File: src/rtl/control_pipeline_pkg.sv
// Shared encodings and stage bundles for the MIPS control pipeline.
// Forwarding is compiled in with CTRL_FORWARD_EN (see control_pipeline.sv).
package ctrl_pkg;
    localparam int REG_W = 5;
    localparam int ALU_W = 4;

    localparam logic [5:0] OP_RTYPE = 6'h00, OP_J    = 6'h02, OP_BEQ  = 6'h04,
                           OP_BNE   = 6'h05, OP_ADDI = 6'h08, OP_ADDIU = 6'h09,
                           OP_ANDI  = 6'h0c, OP_ORI  = 6'h0d, OP_XORI = 6'h0e,
                           OP_LW    = 6'h23, OP_SW   = 6'h2b;

    localparam logic [5:0] FN_ADD = 6'h20, FN_ADDU = 6'h21, FN_SUB = 6'h22,
                           FN_SUBU = 6'h23, FN_AND = 6'h24, FN_OR = 6'h25,
                           FN_XOR = 6'h26, FN_NOR = 6'h27, FN_SLT = 6'h2a;

    localparam logic [ALU_W-1:0] ALU_AND = 4'b0000, ALU_OR  = 4'b0001, ALU_ADD = 4'b0010,
                                 ALU_SUB = 4'b0110, ALU_SLT = 4'b0111, ALU_NOR = 4'b1100,
                                 ALU_XOR = 4'b1101, ALU_NONE = 4'b1111;

    localparam logic [1:0] BR_NONE = 2'b00, BR_EQ = 2'b01, BR_NE = 2'b10;
    localparam logic [1:0] FWD_RF = 2'b00, FWD_WB = 2'b01, FWD_MEM = 2'b10;

    typedef struct packed {
        logic [ALU_W-1:0] alu_control;
        logic             alu_src;
        logic             reg_dst;
        logic             jump;
        logic [1:0]       branch;
        logic             mem_read;
        logic             mem_write;
        logic             reg_write;
        logic             mem_to_reg;
        logic [REG_W-1:0] rs;
        logic [REG_W-1:0] rt;
        logic [REG_W-1:0] dest;
    } ctrl_t;

    typedef struct packed {
        logic             mem_read;
        logic             mem_write;
        logic             reg_write;
        logic             mem_to_reg;
        logic [REG_W-1:0] dest;
    } mem_ctrl_t;

    typedef struct packed {
        logic             reg_write;
        logic             mem_to_reg;
        logic [REG_W-1:0] dest;
    } wb_ctrl_t;

    function automatic ctrl_t bubble();
        ctrl_t c;
        c = '0;
        c.alu_control = ALU_NONE;
        return c;
    endfunction
endpackage

File: src/rtl/control_pipeline_if.sv
// Datapath <-> control pipeline bundle; master is the datapath side.
interface control_pipeline_if #(
    parameter int REG_ADDR_W = 5,
    parameter int ALUCTRL_W  = 4
);
    logic [31:0]           id_instr;
    logic                  id_valid;
    logic                  mem_busy;
    logic                  ex_flush;
    logic                  stall_id;
    logic                  id_illegal;
    logic [ALUCTRL_W-1:0]  ex_alu_control;
    logic                  ex_alu_src;
    logic                  ex_reg_dst;
    logic                  ex_jump;
    logic [1:0]            ex_branch;
    logic [REG_ADDR_W-1:0] ex_rs;
    logic [REG_ADDR_W-1:0] ex_rt;
    logic [REG_ADDR_W-1:0] ex_dest;
    logic [1:0]            forward_a;
    logic [1:0]            forward_b;
    logic                  mem_mem_read;
    logic                  mem_mem_write;
    logic                  mem_reg_write;
    logic [REG_ADDR_W-1:0] mem_dest;
    logic                  wb_reg_write;
    logic                  wb_mem_to_reg;
    logic [REG_ADDR_W-1:0] wb_dest;

    modport master (
        output id_instr, id_valid, mem_busy, ex_flush,
        input  stall_id, id_illegal, ex_alu_control, ex_alu_src, ex_reg_dst, ex_jump,
               ex_branch, ex_rs, ex_rt, ex_dest, forward_a, forward_b, mem_mem_read,
               mem_mem_write, mem_reg_write, mem_dest, wb_reg_write, wb_mem_to_reg, wb_dest
    );

    modport slave (
        input  id_instr, id_valid, mem_busy, ex_flush,
        output stall_id, id_illegal, ex_alu_control, ex_alu_src, ex_reg_dst, ex_jump,
               ex_branch, ex_rs, ex_rt, ex_dest, forward_a, forward_b, mem_mem_read,
               mem_mem_write, mem_reg_write, mem_dest, wb_reg_write, wb_mem_to_reg, wb_dest
    );
endinterface

File: src/rtl/control_pipeline_decode.sv
// Combinational instruction decoder: instruction word -> control bundle,
// rt-is-a-source flag and illegal flag. Unsupported or invalid slots decode to a bubble.
module control_decode
    import ctrl_pkg::*;
(
    input  logic [31:0] instr,
    input  logic        valid,
    output ctrl_t       ctrl,
    output logic        rt_src,
    output logic        illegal
);
    logic [5:0]       op, fn;
    logic [REG_W-1:0] rd;
    logic             legal;

    assign op = instr[31:26];
    assign fn = instr[5:0];
    assign rd = instr[15:11];

    wire unused_shamt = ^instr[10:6];

    always_comb begin
        ctrl    = bubble();
        rt_src  = 1'b0;
        legal   = 1'b1;
        ctrl.rs = instr[25:21];
        ctrl.rt = instr[20:16];
        case (op)
            OP_RTYPE: begin
                ctrl.reg_write = 1'b1;
                ctrl.reg_dst   = 1'b1;
                rt_src         = 1'b1;
                case (fn)
                    FN_ADD, FN_ADDU: ctrl.alu_control = ALU_ADD;
                    FN_SUB, FN_SUBU: ctrl.alu_control = ALU_SUB;
                    FN_AND:          ctrl.alu_control = ALU_AND;
                    FN_OR:           ctrl.alu_control = ALU_OR;
                    FN_XOR:          ctrl.alu_control = ALU_XOR;
                    FN_NOR:          ctrl.alu_control = ALU_NOR;
                    FN_SLT:          ctrl.alu_control = ALU_SLT;
                    default:         legal = 1'b0;
                endcase
            end
            OP_ADDI, OP_ADDIU, OP_ANDI, OP_ORI, OP_XORI: begin
                ctrl.alu_src   = 1'b1;
                ctrl.reg_write = 1'b1;
                case (op)
                    OP_ANDI: ctrl.alu_control = ALU_AND;
                    OP_ORI:  ctrl.alu_control = ALU_OR;
                    OP_XORI: ctrl.alu_control = ALU_XOR;
                    default: ctrl.alu_control = ALU_ADD;
                endcase
            end
            OP_LW: begin
                ctrl.mem_read    = 1'b1;
                ctrl.mem_to_reg  = 1'b1;
                ctrl.alu_src     = 1'b1;
                ctrl.reg_write   = 1'b1;
                ctrl.alu_control = ALU_ADD;
            end
            OP_SW: begin
                ctrl.mem_write   = 1'b1;
                ctrl.alu_src     = 1'b1;
                ctrl.alu_control = ALU_ADD;
                rt_src           = 1'b1;
            end
            OP_BEQ, OP_BNE: begin
                ctrl.alu_control = ALU_SUB;
                ctrl.branch      = (op == OP_BEQ) ? BR_EQ : BR_NE;
                rt_src           = 1'b1;
            end
            OP_J: begin
                // rs/rt bits are jump target here; keep them from faking a hazard
                ctrl.jump = 1'b1;
                ctrl.rs   = '0;
                ctrl.rt   = '0;
            end
            default: legal = 1'b0;
        endcase
        ctrl.dest = ctrl.reg_write ? (ctrl.reg_dst ? rd : ctrl.rt) : '0;
        if (!valid || !legal) begin
            ctrl   = bubble();
            rt_src = 1'b0;
        end
        illegal = valid & ~legal;
    end
endmodule

File: src/rtl/control_pipeline.sv
// Pipelined control: ID decode, ID/EX, EX/MEM, MEM/WB stage registers, hazard
// stalls, flush and EX forwarding selects. Define CTRL_FORWARD_EN to enable forwarding.
module control_pipeline
    import ctrl_pkg::*;
#(
    parameter int REG_ADDR_W = 5,
    parameter int ALUCTRL_W  = 4
) (
    input  logic               clk,
    input  logic               rst_n,
    control_pipeline_if.slave  bus
);
    ctrl_t     id_ctrl, ex_q;
    mem_ctrl_t mem_q;
    wb_ctrl_t  wb_q;
    logic      id_rt_src, id_illegal_raw;
    logic      load_use, raw_hz, hazard;

    control_decode u_decode (
        .instr   (bus.id_instr),
        .valid   (bus.id_valid),
        .ctrl    (id_ctrl),
        .rt_src  (id_rt_src),
        .illegal (id_illegal_raw)
    );

    function automatic logic src_hit(input logic [REG_W-1:0] d);
        return (d != '0) && ((d == id_ctrl.rs) || (id_rt_src && (d == id_ctrl.rt)));
    endfunction

    // dest is already zero whenever reg_write is low
    assign load_use = ex_q.mem_read && src_hit(ex_q.dest);

`ifdef CTRL_FORWARD_EN
    assign raw_hz = 1'b0;

    function automatic logic [1:0] fwd_sel(input logic [REG_W-1:0] idx);
        if (idx != '0 && mem_q.reg_write && mem_q.dest == idx) return FWD_MEM;
        if (idx != '0 && wb_q.reg_write && wb_q.dest == idx)   return FWD_WB;
        return FWD_RF;
    endfunction

    assign bus.forward_a = fwd_sel(ex_q.rs);
    assign bus.forward_b = fwd_sel(ex_q.rt);
`else
    // register file writes before it reads, so only EX and MEM producers matter
    assign raw_hz = (ex_q.reg_write && src_hit(ex_q.dest)) ||
                    (mem_q.reg_write && src_hit(mem_q.dest));
    assign bus.forward_a = FWD_RF;
    assign bus.forward_b = FWD_RF;
`endif

    assign hazard         = load_use | raw_hz;
    assign bus.stall_id   = rst_n & (bus.mem_busy | (~bus.ex_flush & hazard));
    assign bus.id_illegal = rst_n & id_illegal_raw;

    always_ff @(posedge clk) begin
        if (!rst_n) begin
            ex_q  <= bubble();
            mem_q <= '0;
            wb_q  <= '0;
        end else if (!bus.mem_busy) begin
            ex_q  <= (bus.ex_flush || hazard) ? bubble() : id_ctrl;
            mem_q <= '{mem_read: ex_q.mem_read, mem_write: ex_q.mem_write,
                       reg_write: ex_q.reg_write, mem_to_reg: ex_q.mem_to_reg,
                       dest: ex_q.dest};
            wb_q  <= '{reg_write: mem_q.reg_write, mem_to_reg: mem_q.mem_to_reg,
                       dest: mem_q.dest};
        end
    end

    assign bus.ex_alu_control = ALUCTRL_W'(ex_q.alu_control);
    assign bus.ex_alu_src     = ex_q.alu_src;
    assign bus.ex_reg_dst     = ex_q.reg_dst;
    assign bus.ex_jump        = ex_q.jump;
    assign bus.ex_branch      = ex_q.branch;
    assign bus.ex_rs          = REG_ADDR_W'(ex_q.rs);
    assign bus.ex_rt          = REG_ADDR_W'(ex_q.rt);
    assign bus.ex_dest        = REG_ADDR_W'(ex_q.dest);
    assign bus.mem_mem_read   = mem_q.mem_read;
    assign bus.mem_mem_write  = mem_q.mem_write;
    assign bus.mem_reg_write  = mem_q.reg_write;
    assign bus.mem_dest       = REG_ADDR_W'(mem_q.dest);
    assign bus.wb_reg_write   = wb_q.reg_write;
    assign bus.wb_mem_to_reg  = wb_q.mem_to_reg;
    assign bus.wb_dest        = REG_ADDR_W'(wb_q.dest);
endmodule

File: src/flat_wrapper.sv
// flat-port wrapper written by rule: the top's interface ports become plain ports
module control_pipeline_flat import ctrl_pkg::*;
#(
    parameter int REG_ADDR_W = 5,
    parameter int ALUCTRL_W  = 4
)
  (clk, rst_n, bus_id_instr, bus_id_valid, bus_mem_busy, bus_ex_flush, bus_stall_id, bus_id_illegal, bus_ex_alu_control, bus_ex_alu_src, bus_ex_reg_dst, bus_ex_jump, bus_ex_branch, bus_ex_rs, bus_ex_rt, bus_ex_dest, bus_forward_a, bus_forward_b, bus_mem_mem_read, bus_mem_mem_write, bus_mem_reg_write, bus_mem_dest, bus_wb_reg_write, bus_wb_mem_to_reg, bus_wb_dest);
  control_pipeline_if #(.REG_ADDR_W(REG_ADDR_W), .ALUCTRL_W(ALUCTRL_W)) bus_i ();
  input  logic clk;
  input  logic rst_n;
  input wire logic [$bits(bus_i.id_instr)-1:0] bus_id_instr;
  input wire logic [$bits(bus_i.id_valid)-1:0] bus_id_valid;
  input wire logic [$bits(bus_i.mem_busy)-1:0] bus_mem_busy;
  input wire logic [$bits(bus_i.ex_flush)-1:0] bus_ex_flush;
  output wire logic [$bits(bus_i.stall_id)-1:0] bus_stall_id;
  output wire logic [$bits(bus_i.id_illegal)-1:0] bus_id_illegal;
  output wire logic [$bits(bus_i.ex_alu_control)-1:0] bus_ex_alu_control;
  output wire logic [$bits(bus_i.ex_alu_src)-1:0] bus_ex_alu_src;
  output wire logic [$bits(bus_i.ex_reg_dst)-1:0] bus_ex_reg_dst;
  output wire logic [$bits(bus_i.ex_jump)-1:0] bus_ex_jump;
  output wire logic [$bits(bus_i.ex_branch)-1:0] bus_ex_branch;
  output wire logic [$bits(bus_i.ex_rs)-1:0] bus_ex_rs;
  output wire logic [$bits(bus_i.ex_rt)-1:0] bus_ex_rt;
  output wire logic [$bits(bus_i.ex_dest)-1:0] bus_ex_dest;
  output wire logic [$bits(bus_i.forward_a)-1:0] bus_forward_a;
  output wire logic [$bits(bus_i.forward_b)-1:0] bus_forward_b;
  output wire logic [$bits(bus_i.mem_mem_read)-1:0] bus_mem_mem_read;
  output wire logic [$bits(bus_i.mem_mem_write)-1:0] bus_mem_mem_write;
  output wire logic [$bits(bus_i.mem_reg_write)-1:0] bus_mem_reg_write;
  output wire logic [$bits(bus_i.mem_dest)-1:0] bus_mem_dest;
  output wire logic [$bits(bus_i.wb_reg_write)-1:0] bus_wb_reg_write;
  output wire logic [$bits(bus_i.wb_mem_to_reg)-1:0] bus_wb_mem_to_reg;
  output wire logic [$bits(bus_i.wb_dest)-1:0] bus_wb_dest;
  assign bus_i.id_instr = bus_id_instr;
  assign bus_i.id_valid = bus_id_valid;
  assign bus_i.mem_busy = bus_mem_busy;
  assign bus_i.ex_flush = bus_ex_flush;
  assign bus_stall_id = bus_i.stall_id;
  assign bus_id_illegal = bus_i.id_illegal;
  assign bus_ex_alu_control = bus_i.ex_alu_control;
  assign bus_ex_alu_src = bus_i.ex_alu_src;
  assign bus_ex_reg_dst = bus_i.ex_reg_dst;
  assign bus_ex_jump = bus_i.ex_jump;
  assign bus_ex_branch = bus_i.ex_branch;
  assign bus_ex_rs = bus_i.ex_rs;
  assign bus_ex_rt = bus_i.ex_rt;
  assign bus_ex_dest = bus_i.ex_dest;
  assign bus_forward_a = bus_i.forward_a;
  assign bus_forward_b = bus_i.forward_b;
  assign bus_mem_mem_read = bus_i.mem_mem_read;
  assign bus_mem_mem_write = bus_i.mem_mem_write;
  assign bus_mem_reg_write = bus_i.mem_reg_write;
  assign bus_mem_dest = bus_i.mem_dest;
  assign bus_wb_reg_write = bus_i.wb_reg_write;
  assign bus_wb_mem_to_reg = bus_i.wb_mem_to_reg;
  assign bus_wb_dest = bus_i.wb_dest;
  control_pipeline #(.REG_ADDR_W(REG_ADDR_W), .ALUCTRL_W(ALUCTRL_W)) u_core (.clk(clk), .rst_n(rst_n), .bus(bus_i));
endmodule
File: config.mk
export PLATFORM = sky130hd
export DESIGN_NAME = control_pipeline_flat
export DESIGN_NICKNAME = d
export VERILOG_FILES = /design/src/rtl/control_pipeline_pkg.sv /design/src/rtl/control_pipeline_if.sv /design/src/rtl/control_pipeline_decode.sv /design/src/rtl/control_pipeline.sv /design/src/flat_wrapper.sv
export SDC_FILE = /design/constraint.sdc
export NUM_CORES = 1
export LEC_CHECK = 0
export CAP_MARGIN = 20
export CORE_UTILIZATION = 49
export CTS_BUF_LIST = sky130_fd_sc_hd__clkbuf_8
export CTS_CLUSTER_DIAMETER = 200
export CTS_CLUSTER_SIZE = 28
export DETAILED_ROUTE_END_ITERATION = 6
export PLACE_DENSITY_LB_ADDON = 0.05
export SLEW_MARGIN = 20
export SYNTH_ARGS = -nofsm -noshare
export SYNTH_HDL_FRONTEND = slang
export SYNTH_SLANG_ARGS = --single-unit
File: constraint.sdc
create_clock -name clk -period 2.95 [get_ports clk]
set_input_delay 0.295 -clock clk [delete_from_list [all_inputs] [get_ports clk]]
set_output_delay 0.295 -clock clk [all_outputs]
set_load 0.01 [all_outputs]
Word level (Yosys, flattened, before mapping)
Index checks and enable logic that the tools add are counted.
Operators by class
  eq/ne operators: 23
  muxes and demuxes: 20
  bitwise logic cells: 8
  reductions and logical operators: 27
Operators with widths (number)
  $eq A6 B6 Y1 const B: 11
  $mux W28: 2
  $eq A6 B4 Y1 const B: 5
  $pmux W4 S7: 1
  $eq A5 B5 Y1: 4
  $pmux W4 S4: 1
  $reduce_or A7 Y1: 2
  $eq A6 B3 Y1 const B: 2
  $pmux W4 S3: 1
  $mux W10: 1
  $mux W5: 2
  $reduce_bool A5 Y1: 2
  $reduce_or A10 Y1: 1
  $mux W1: 9
  $reduce_or A9 Y1: 1
  $reduce_or A2 Y1: 4
  $logic_and A1 B1 Y1: 7
  $eq A6 B2 Y1 const B: 1
  $logic_not A6 Y1: 1
  $logic_or A1 B1 Y1: 5
  $reduce_or A5 Y1: 1
  $and A1 B1 Y1: 4
  $mux W2: 2
  $reduce_or A4 Y1: 1
  other kinds (4): 7
Word-level totals
  bits in registers: 44
  bits of input ports: 37
  output and inout bits: 45
  word-level logic and storage cells: 98

Longest topological paths before layout
  word-level depth: 17
  depth in mapped cells: 11
  mapped depth without buffers: 8

Hierarchy
From an unflattened synthesis, not the netlist that was laid out.
Second synthesis, totals
  cells, all modules: 302
  area total of the unflattened synthesis: 2640.0 sq um
By module, submodules not included
  control_pipeline: instances 1, cells each 194, area an instance 2006.9 sq um, seq. area each 880.8 sq um
  control_decode: instances 1, cells each 108, area an instance 633.1 sq um, seq. area each 0.0 sq um

Least setup slack after synthesis
No wires, ideal clock.
  path type: input -> output
  from: in bus_id_instr[0]
  to: out bus_stall_id
  arrival: 2.318 ns
  required time: 2.655 ns
  path slack: 0.337 ns
  stages: 9
  buffers on the path: 1
  path through: or3b_1 > a21oi_1 > nand2_1 > and2_4 > o31ai_2 > a32oi_2 > o32ai_4 > buf_6 > a31o_1
Between the ends
  word-level cells in the longest chain between the ends: 17
  elaborated cells on any way between the ends: 34
  those cells by class: eq/ne (13); mux (4); bitwise (4); reduce/logical (13)
RTL lines
  start, declared: RTL line flat_wrapper.sv:11  | input wire logic [$bits(bus_i.id_instr)-1:0] bus_id_instr;
  $eq A6 B6 Y1: RTL line control_pipeline_decode.sv:33  | case (fn)
  $reduce_or A9 Y1 (no source line) *
  $mux W1 *: RTL line control_pipeline_decode.sv:33
  $pmux W1 S2 *: RTL line control_pipeline_decode.sv:28  | case (op)
  $logic_not A1 Y1 *: RTL line control_pipeline_decode.sv:81  | if (!valid || !legal) begin
  $logic_or A1 B1 Y1 *: RTL line control_pipeline_decode.sv:81
  $mux W28: RTL line control_pipeline_decode.sv:81
  $eq A5 B5 Y1: RTL line control_pipeline.sv:28  | return (d != '0) && ((d == id_ctrl.rs) || (id_rt_src && (d == id_ctrl.rt)));
  $logic_and A1 B1 Y1: RTL line control_pipeline.sv:28
  $logic_or A1 B1 Y1: RTL line control_pipeline.sv:28
  $logic_and A1 B1 Y1: RTL line control_pipeline.sv:28
  $logic_and A1 B1 Y1, on equally long branches: RTL line control_pipeline.sv:47, control_pipeline.sv:48
  $logic_or A1 B1 Y1: RTL line control_pipeline.sv:47  | assign raw_hz = (ex_q.reg_write && src_hit(ex_q.dest)) ||
  $or A1 B1 Y1 *: RTL line control_pipeline.sv:53  | assign hazard = load_use | raw_hz;
  $and A1 B1 Y1 *: RTL line control_pipeline.sv:54  | assign bus.stall_id = rst_n & (bus.mem_busy | (~bus.ex_flush & hazard));
  $or A1 B1 Y1 *: RTL line control_pipeline.sv:54
  $and A1 B1 Y1 *: RTL line control_pipeline.sv:54
  end, declared: RTL line flat_wrapper.sv:15  | output wire logic [$bits(bus_i.stall_id)-1:0] bus_stall_id;
Every way passes the cells marked *; elsewhere a longest branch is shown, timed or not.

Worst setup path in the final report
  from: in bus_id_instr[30]
  to: out bus_stall_id
Between the ends
  word-level cells in the longest chain between the ends: 16
  elaborated cells on any way between the ends: 38
  those cells by class: eq/ne (14); mux (5); bitwise (4); reduce/logical (15)
RTL lines (RTL line)
  $eq A6 B3 Y1 (tied with other cells): control_pipeline_decode.sv:28
  $reduce_or A10 Y1 (no source line)
  $pmux W1 S2: control_pipeline_decode.sv:28
  $logic_not A1 Y1: control_pipeline_decode.sv:81
  $logic_or A1 B1 Y1: control_pipeline_decode.sv:81
  $mux W28: control_pipeline_decode.sv:81
  $eq A5 B5 Y1: control_pipeline.sv:28
  $logic_and A1 B1 Y1: control_pipeline.sv:28
  $logic_or A1 B1 Y1: control_pipeline.sv:28
  $logic_and A1 B1 Y1: control_pipeline.sv:28
  $logic_and A1 B1 Y1, on equally long branches: control_pipeline.sv:47, control_pipeline.sv:48
  $logic_or A1 B1 Y1: control_pipeline.sv:47
  $or A1 B1 Y1 *: control_pipeline.sv:53
  $and A1 B1 Y1 *: control_pipeline.sv:54
  $or A1 B1 Y1 *: control_pipeline.sv:54
  $and A1 B1 Y1 *: control_pipeline.sv:54
Marked as above.

==> impl_metrics.env <==
export IMPL_n_antenna_cell=0
export IMPL_synth_cells=329
export IMPL_critPathRequiredTime_ns=2.65
export IMPL_yosys_top_cells_count="42 x dfxtp_1, 41 x nand2_1, 26 x buf_4"
export IMPL_path_clk_slew_ns=0.09
export IMPL_portBuffers=72
export IMPL_hold_buffers=0
export IMPL_area_growth_pct=43.0
export IMPL_hold_class="input port to flop"
export IMPL_core_area_mm2=0.00520
export IMPL_postRouteAntennaNets=0
export IMPL_synth_warning_count=0
export IMPL_synth_top_cell_by_area="dfxtp_1"
export IMPL_slowest_stage="clkdlybuf4s50_1"
export IMPL_min_delay_start="bus_id_instr[29]"
export IMPL_ys_ff_latch=42
export IMPL_finalWeightedCongestion=0.889
export IMPL_min_path_cells=3
export IMPL_path_class="input port to output port"
export IMPL_clock_latency_ns=0.30
export IMPL_track_usage_pct=28.2
export IMPL_rsz0062_at_grt="false"
export IMPL_p_per_area_mw_per_mm2=328
export IMPL_seq_area_frac_synth_pct=31.3
export IMPL_first_pass_iters=4
export IMPL_drv_slew=0
export IMPL_synth_ff_type="dfxtp_1"
export IMPL_wl_um=7950
export IMPL_gr_total_overflow=0
export IMPL_maxCapViolations=0
export IMPL_placement_rows=26
export IMPL_clock_root_buffer="clkbuf_8"
export IMPL_initial_core_util_pct=51.7
export IMPL_clock_sinks=42
export IMPL_finalCriticalPeriod_ns=2.86
export IMPL_fmax_mhz=349
export IMPL_ys_types=59
export IMPL_route_detailed_drc=0
export IMPL_reg2reg_depth=7
export IMPL_synth_avg_cell_area_um2=8.17
export IMPL_ioPinCount=82
export IMPL_synth_most_common_cell="dfxtp_1"
export IMPL_clk_path_buf_depth=2
export IMPL_h_tree_depth=2
export IMPL_crit_path_max_fanout=4
export IMPL_setup_viol=0
export IMPL_rr_endpoint="u_core.bus.ex_rs[3]"
export IMPL_cpPeakStageDelay_ns=0.43
export IMPL_cts_buffers=5
export IMPL_timing_setup_tns_ns=0
export IMPL_layout_drive_gt1_share_pct=20.8
export IMPL_synth_area_top_cells="dfxtp_1 31%, buf_4 7.3%, nand2_1 5.7%"
export IMPL_dp_hpwl_um=5990
export IMPL_r2r_setup_slack_ns=0.69
export IMPL_grt_pass1_wl_um=13000
export IMPL_dr_total_vias=2710
export IMPL_cp_arrival_ns=2.57
export IMPL_hold_violations=0
export IMPL_peakVddDrop_uv=238
export IMPL_outcome="finished, final reports clean"
export IMPL_leakage_uw=0.00154
export IMPL_hold_path_end="u_core.ex_q[15]"
export IMPL_grt_pass1_vias=2614
export IMPL_layout_nets=454
export IMPL_dieArea_mm2=0.00579
export IMPL_synth_top_area_share_pct=31.3
export IMPL_async_flop_share_pct=0
export IMPL_syn_cell_area_mm2=0.00269
export IMPL_start_kind="input port"
export IMPL_antenna_found_initial=0
export IMPL_synth_edff_count=0
export IMPL_cts_tree="built"
export IMPL_fp_dieH_um=76.1
export IMPL_avgRoutedWirePerCell_um=16.3
export IMPL_end_kind="output port"
export IMPL_hold_ws_ns=0.454
export IMPL_viasPerCell=5.55
export IMPL_cp_cell_sequence="clkdlybuf4s50_1 -> buf_4 -> nor3_2 -> and2_1 -> nand2_2 -> and2_4 -> o32a_1 -> a32oi_2 -> o32ai_4 -> a31o_1 -> buf_2"
export IMPL_worstReg2RegStart="u_core.bus.ex_dest[3]"
export IMPL_fin_skew_ns=0.00862
export IMPL_fin_crit_sh_pct=97.1
export IMPL_drt_iter0_drc=171
export IMPL_die_x_um=76.1
export IMPL_grt_max_degree=27
metrics by stage:
| step | area, µm² | total power, µW | setup WS [ns] | cells | util [%] |
|---|---|---|---|---|---|
| 3_5_place_dp | 3600 | 792 | -0.509 | 477 | 69.1 |
| 3_3_place_gp | 3600 | 792 | -0.593 | 477 | 69.1 |
| 6_report | 3850 | 1260 | 0.0863 | 488 | 73.9 |
| 5_1_grt | 3850 | 1310 | 0.00512 | 488 | 73.9 |
| 2_1_floorplan | 2700 | 680 | 0.337 | 332 | - |
| 4_1_cts | 3800 | 1260 | 0.00105 | 487 | 73.0 |
worst max path at each step:
| stage | start | slack, ns | end |
|---|---|---|---|
| floorplan | bus_id_instr[0] | 0.34 | bus_stall_id |
| global placement | bus_id_instr[0] | -0.59 | bus_stall_id |
| detailed placement | bus_id_instr[0] | -0.51 | bus_stall_id |
| CTS | bus_id_instr[1] | 0.001 | bus_stall_id |
| global route | bus_id_instr[30] | 0.005 | bus_stall_id |
| finish | bus_id_instr[30] | 0.09 | bus_stall_id |
layout make-up:
type,count,area (µm²)
multi-input combinational,226,1600
fill,419,1360
timing repair buffer,125,1150
sequential,42,841
tap,70,87.6
clock buffer,5,68.8
inverter,17,63.8
clock inverter,3,43.8
cell families (layout without fill, tap and decap cells):
| kind of cell | count (synthesis) | after routing | synth area share, % |
|---|---|---|---|
| simple gates | 112 | 112 | 21.5 |
| compound gates | 92 | 92 | 27.0 |
| buf+inv | 64 | 150 | 13.4 |
| flops | 42 | 42 | 31.3 |
| mux | 15 | 15 | 5.58 |
| xor+xnor | 3 | 3 | 0.977 |
| other cells | 1 | 4 | 0.139 |
layer usage:
| layer | part of all wire [%] | GRT usage, % |
|---|---|---|
| met1 | 45 | 37.6 |
| met2 | 46 | 47.0 |
| met3 | 6.6 | 4.43 |
| met4 | 2.3 | 8.08 |
| met5 | 0 | 0 |
worst max-delay path, delay by kind of cell:
family	cells	cell delay, ns
AOI/OAI and AO/OA	4	0.91
buffers and inverters	3	0.71
and+or+nand+nor	4	0.63
layout by cell type, fill, tap and decap left out, types with 4 or more instances in the layout:
cell             synthesis  layout
mux2i_1                 15      15
inv_1                   17      17
nor2_1                  17      17
clkbuf_8                 0       5
o21ai_0                 15      11
o31ai_1                  8       8
o22ai_1                  7       7
nor2b_1                 19      19
nand3_1                 12      11
a22oi_1                  5       5
nor4_1                   4       4
dlymetal6s2s_1           0       5
nand2_1                 41      40
clkdlybuf4s50_1          0      63
o41ai_1                  5       5
conb_1                   1       4
a21oi_1                 15      12
buf_4                   26      49
dfxtp_1                 42      42
power breakdown:
part           internal [µW]  total, µW  switching [µW]  leakage, µW
logic                    115        226             111      0.00115
clock network            254        466             212    0.0000585
registers                568        569            1.05     0.000338
total                    936       1260             325      0.00154
repair_timing:
action | 4_1_cts | 5_1_grt
buffers inserted | 2 | 1
setup endpoints to repair | 1 | 1
pin swaps | 11 | 10
gates resized for setup | 26 | 11
No activity file was read; power rests on OpenSTA's default activity.
